File: config.mk
export PLATFORM = sky130hd
export DESIGN_NAME = mem_port_arbiter
export DESIGN_NICKNAME = d
export VERILOG_FILES = /design/src/rtl/mem_port_arbiter.sv
export SDC_FILE = /design/constraint.sdc
export NUM_CORES = 1
export LEC_CHECK = 0
export ABC_CLOCK_PERIOD_IN_PS = 9900
export BUFFER_PORTS_ARGS = -buffer_cell sky130_fd_sc_hd__buf_4
export CAP_MARGIN = 20
export CORE_AREA = 5 5 203 205
export CTS_CLUSTER_SIZE = 14
export DETAILED_ROUTE_END_ITERATION = 7
export DIE_AREA = 0 0 208 210
export HOLD_SLACK_MARGIN = 0.05
export SETUP_SLACK_MARGIN = 0.2
export SLEW_MARGIN = 20
export SYNTH_ARGS = -nofsm -noshare
export SYNTH_HDL_FRONTEND = slang
export SYNTH_SLANG_ARGS = --single-unit
File: constraint.sdc
create_clock -name i_clk -period 9.9 [get_ports i_clk]
set_input_delay 0.99 -clock i_clk [delete_from_list [all_inputs] [get_ports i_clk]]
set_output_delay 0.99 -clock i_clk [all_outputs]
set_load 0.05 [all_outputs]
File: src/rtl/mem_port_arbiter.sv
// Round-robin arbiter sharing one memory-unit port between NUM_REQ requesters.
// Commands are registered; read responses are steered back by a tag pipeline matched to READ_LATENCY.
module mem_port_arbiter #(
    parameter int NUM_REQ      = 4,
    parameter int ADDR_W       = 13,
    parameter int DATA_W       = 64,
    parameter int READ_LATENCY = 1
) (
    input  logic                      i_clk,
    input  logic                      i_rst,
    input  logic                      i_hold,
    input  logic [2*NUM_REQ-1:0]      i_req_op,
    input  logic [ADDR_W*NUM_REQ-1:0] i_req_addr,
    input  logic [DATA_W*NUM_REQ-1:0] i_req_data,
    output logic [NUM_REQ-1:0]        o_req_ack,
    output logic [NUM_REQ-1:0]        o_rsp_valid,
    output logic [DATA_W-1:0]         o_rsp_data,
    output logic [1:0]                o_mem_op,
    output logic [ADDR_W-1:0]         o_mem_addr,
    output logic [DATA_W-1:0]         o_mem_data,
    input  logic [DATA_W-1:0]         i_mem_data,
    output logic                      o_busy
);

    localparam int IDX_W = (NUM_REQ > 1) ? $clog2(NUM_REQ) : 1;
    localparam logic [1:0] OP_NOP   = 2'd0;
    localparam logic [1:0] OP_READ  = 2'd1;
    localparam logic [1:0] OP_WRITE = 2'd2;

    function automatic logic op_valid(input logic [1:0] op);
        return (op == OP_READ) || (op == OP_WRITE);
    endfunction

    // Requester index visited at the given step after the last winner.
    function automatic int cand_of(input logic [IDX_W-1:0] last, input int step);
        int c;
        c = int'(last) + step;
        if (c >= NUM_REQ) c = c - NUM_REQ;
        return c;
    endfunction

    function automatic logic [NUM_REQ-1:0] onehot(input logic [IDX_W-1:0] idx);
        logic [NUM_REQ-1:0] v;
        v      = '0;
        v[idx] = 1'b1;
        return v;
    endfunction

    logic [IDX_W-1:0]  r_last;
    logic [IDX_W-1:0]  win_idx;
    logic              win_found;
    logic              grant;
    logic [1:0]        win_op;
    logic [ADDR_W-1:0] win_addr;
    logic [DATA_W-1:0] win_data;

    logic [IDX_W-1:0]        cmd_idx_p0;
    logic [READ_LATENCY-1:0] tag_vld_p;
    logic [IDX_W-1:0]        tag_idx_p [READ_LATENCY];

    always_comb begin
        win_found = 1'b0;
        win_idx   = '0;
        for (int i = 1; i <= NUM_REQ; i++) begin
            if (!win_found && op_valid(i_req_op[2*cand_of(r_last, i) +: 2])) begin
                win_found = 1'b1;
                win_idx   = IDX_W'(cand_of(r_last, i));
            end
        end
    end

    assign grant    = win_found & ~i_hold;
    assign win_op   = i_req_op[2*int'(win_idx) +: 2];
    assign win_addr = i_req_addr[ADDR_W*int'(win_idx) +: ADDR_W];
    assign win_data = i_req_data[DATA_W*int'(win_idx) +: DATA_W];

    always_comb begin
        o_req_ack = '0;
        if (grant) o_req_ack = onehot(win_idx);
    end

    // Command stage: accepted op is presented to memory for exactly one cycle.
    always_ff @(posedge i_clk or posedge i_rst) begin
        if (i_rst) begin
            r_last     <= IDX_W'(NUM_REQ - 1);
            o_mem_op   <= OP_NOP;
            o_mem_addr <= '0;
            o_mem_data <= '0;
            cmd_idx_p0 <= '0;
        end else if (grant) begin
            r_last     <= win_idx;
            o_mem_op   <= win_op;
            o_mem_addr <= win_addr;
            o_mem_data <= win_data;
            cmd_idx_p0 <= win_idx;
        end else begin
            o_mem_op   <= OP_NOP;
        end
    end

    // Tag pipeline: the last stage lines up with the cycle memory returns read data.
    always_ff @(posedge i_clk or posedge i_rst) begin
        if (i_rst) begin
            tag_vld_p <= '0;
            for (int i = 0; i < READ_LATENCY; i++) tag_idx_p[i] <= '0;
        end else begin
            tag_vld_p[0] <= (o_mem_op == OP_READ);
            tag_idx_p[0] <= cmd_idx_p0;
            for (int i = 1; i < READ_LATENCY; i++) begin
                tag_vld_p[i] <= tag_vld_p[i-1];
                tag_idx_p[i] <= tag_idx_p[i-1];
            end
        end
    end

    // Response stage: capture memory data and route it to the issuing requester.
    always_ff @(posedge i_clk or posedge i_rst) begin
        if (i_rst) begin
            o_rsp_valid <= '0;
            o_rsp_data  <= '0;
        end else if (tag_vld_p[READ_LATENCY-1]) begin
            o_rsp_valid <= onehot(tag_idx_p[READ_LATENCY-1]);
            o_rsp_data  <= i_mem_data;
        end else begin
            o_rsp_valid <= '0;
        end
    end

    assign o_busy = (o_mem_op == OP_READ) | (|tag_vld_p);

endmodule

==> key figures <==
Run status
  • Run status: completed

Global routing
  • GRT Total Usage: 16.7%
  • First-pass GRT wire length: 57100 um
  • Largest net degree at the start of global routing: 91
  • Initial antenna violation count: 1
  • Gr ovfl total: 0
  • Vias in the first global route: 9516

Setup path
  • CP dominant cell by count: buf_4
  • Worst Setup Start Kind: flip-flop
  • CP peak stage delay: 0.76 ns
  • Largest fanout on the critical path: 44
  • Setup crit end kind: output port
  • Arrival time of the worst setup path: between 4 and 5 ns
  • Worst path required time: roughly 8.9 ns
  • Cells along the critical path: inv_2 > ha_1 > nor2b_1 > a222oi_1 > o21ai_1 > a31oi_2 > nand2b_4 > buf_4 > nor2_1 > buf_4
  • CP Class: flip-flop to output port
  • Reg2Reg Setup Slack: 5.21 ns
  • Crit-path slowest cell: dfstp_2

STA
  • Setup tns final: 0 ns
  • Peak Freq: between 150 and 200 MHz
  • RSZ-0062 raised after global routing: false
  • Final clock skew: ~0.015 ns
  • Final hold violation count: 0
  • Setup slack after layout: 4.08 ns
  • Max-slew violation count: 0
  • Worst Tran Pin Value: 0.889 ns
  • Final count of negative-setup-slack endpoints: 0
  • Tightest slew margin relative to the limit: 40.7%
  • Final min period: 5.82 ns
  • Tcrit/Tclk final: 58.8%

Synth
  • Syn avg cell area: 11.2 sq um
  • Post-Syn Instances: 842
  • Register area share after synthesis: a little over 40%
  • Primary FF master, synth: dfrtp_1
  • Mapped cell area: 9400 sq um
  • Number of synthesized flops with an enable pin: 0
  • Syn_nets: 1230
  • Number of synthesized register bits: approximately 150
  • Synth warn: 0
  • Distinct cells, synth: 46
  • Async SR Flop Fraction: 100%

Final layout
  • Layout cell share with drive strength beyond 1: between 50% and 60%
  • NumNets Final: 1726
  • FF+latch area: 3860 sq um
  • Final std cells w/o fill: 1877
  • Design Area, Final: 14500 sq um
  • Area of the multi-input gates: 5250 sq um
  • Area Overhead vs Synth: 53.8%
  • Fill cell count: about 3900
  • Most common cell after layout, fill and taps aside: buf_4
  • Most frequent cells in the layout: buf_4 (546), mux2i_1 (232), dfrtp_1 (151), nand2_1 (88), o21ai_1 (78)

Die
  • Core Rows: 73
  • Die ar.: 43700 sq um
  • Initial Utilization: 23.9%
  • Core area: 39300 sq um
  • Die Y: 210 um
  • Top Ports: 535
  • Die width: 208 um

Drt
  • Drt first pass iters: 4
  • Vias/cell: 4.77
  • Vias: 8947
  • Iter 0 DRT Violations: just under 400
  • Drt drc: 0
  • Post-route antenna net violation count: 0
  • Routed WL per cell: between 20 and 25 um
  • Final wirelength: 38300 um

Power
  • VDD IR max: ~380 uV
  • Lkg Pwr: 0.00702 uW
  • Pwr dens: 456 nW/um^2

CTS
  • Hold_buf cts: 0
  • Cts bufs inserted: 17
  • Latest clock arrival within the worst-skew pair: 0.44 ns
  • Clock Sinks: around 150
  • Clk slew on worst S/H paths: 0.07 ns
  • Root Buffer: clkbuf_16
  • CTS tree: built
  • Resized cells post-CTS: 0
  • H-tree depth: 4
  • Postcts setup bufs: 0
  • CTS Buffer Depth: 2

Placement
  • Placed cell count: between 1500 and 2000
  • DP HPWL: 29100 um
  • Routability Congestion: 0.879
  • Post-DP Area: between 10000 and 15000 sq um
  • Worst slack, placed: ~4.6 ns
  • PortBufs: ~530

Min path
  • Hold WC Path Type: flip-flop to flip-flop

Run
  • Maxcap violations: 0
## kinds of logic after synthesis
group,count (synthesis),synth area share (%)
muxes,300,33.1
AOI/OAI and AO/OA,184,15.7
DFF,154,41.0
and+or+nand+nor,118,5.18
buffers and inverters,73,3.59
xor gates and xnor gates,8,0.745
adders and majority gates,5,0.665
## layer usage
layer,wire (um),GRT usage (%),vias to the layer above
met5,0,0,-
met4,956,5.57,0
met3,2790,4.72,41
met2,19100,29.1,395
met1,15500,19.9,4340
li1,-,-,4171
## critical path, delay by kind of cell (launching register included)
family          cells  cell delay, ns
simple gates        3            0.88
compound gates      3            1.32
fa+ha+maj           1            0.45
flops               1            0.76
buf+inv             3            0.89
## area by class of cell
cell class,count,area share [%]
Tap cell,525,4.54
Sequential cell,154,26.7
Clock buffer,20,3.23
Antenna cell,1,0.0173
Timing Repair Buffer,547,28.5
Clock inverter,12,0.709
Inverter,3,0.112
Multi-Input combinational cell,615,36.3
## state kept, by name (all words and copies together), names as in the netlist
register	count
cmd_idx_p0	2
o_mem_addr	13
o_mem_data	64
o_mem_op	2
o_rsp_data	64
o_rsp_valid	4
r_last	2
tag_idx_p	2
tag_vld_p	1
## through the flow
stage	hold WS, ns	util [%]	total power [uW]
2_1_floorplan	0.354	-	4680
3_3_place_gp	0.362	35.3	5960
3_5_place_dp	0.368	35.3	6010
4_1_cts	0.391	36.8	6690
5_1_grt	0.397	36.8	6950
6_report	0.388	36.8	6590
## report_power, final
part | leakage, uW | internal (uW) | switching, uW
registers | 0.00186 | 965 | 192
logic | 0.00488 | 1840 | 2940
clock network | 0.000274 | 348 | 307
## worst paths after layout
check,depth (start not counted),endpoint,start
hold reg to reg,0,tag_idx_p[1],cmd_idx_p0[1]
hold / removal,0,tag_idx_p[1],cmd_idx_p0[1]
setup reg to reg,10,o_mem_addr[9],r_last[0]
max in group asynchronous,3,o_mem_data[8],i_rst
setup / recovery,10,o_req_ack[1],r_last[0]
min in group asynchronous,2,o_rsp_data[53],i_rst
## synth_stat cells, types with 2 or more instances
cell type	count	area share, %
o21ai_1	78	4.2
a32o_1	2	0.21
buf_2	21	1.1
nand2_1	88	3.5
nand4_1	2	0.13
dfrtp_1	152	40
o21ai_0	4	0.21
ha_1	5	0.67
and3_1	2	0.13
o21a_1	4	0.32
buf_1	3	0.12
xnor2_1	4	0.37
mux4_2	2	0.48
and2_1	2	0.13
mux2_2	65	7.8
nor2b_1	3	0.20
nand2b_1	2	0.13
dfstp_2	2	0.56
a21oi_1	6	0.32
o221a_1	29	3.5
nand3_1	4	0.21
o221a_2	48	5.7
a2bb2oi_1	2	0.19
clkbuf_1	36	1.4
buf_4	10	0.80
mux2i_1	232	25
xor2_1	4	0.37
nor2_1	11	0.44
inv_1	2	0.080
Power figures use the tool's default switching activity.
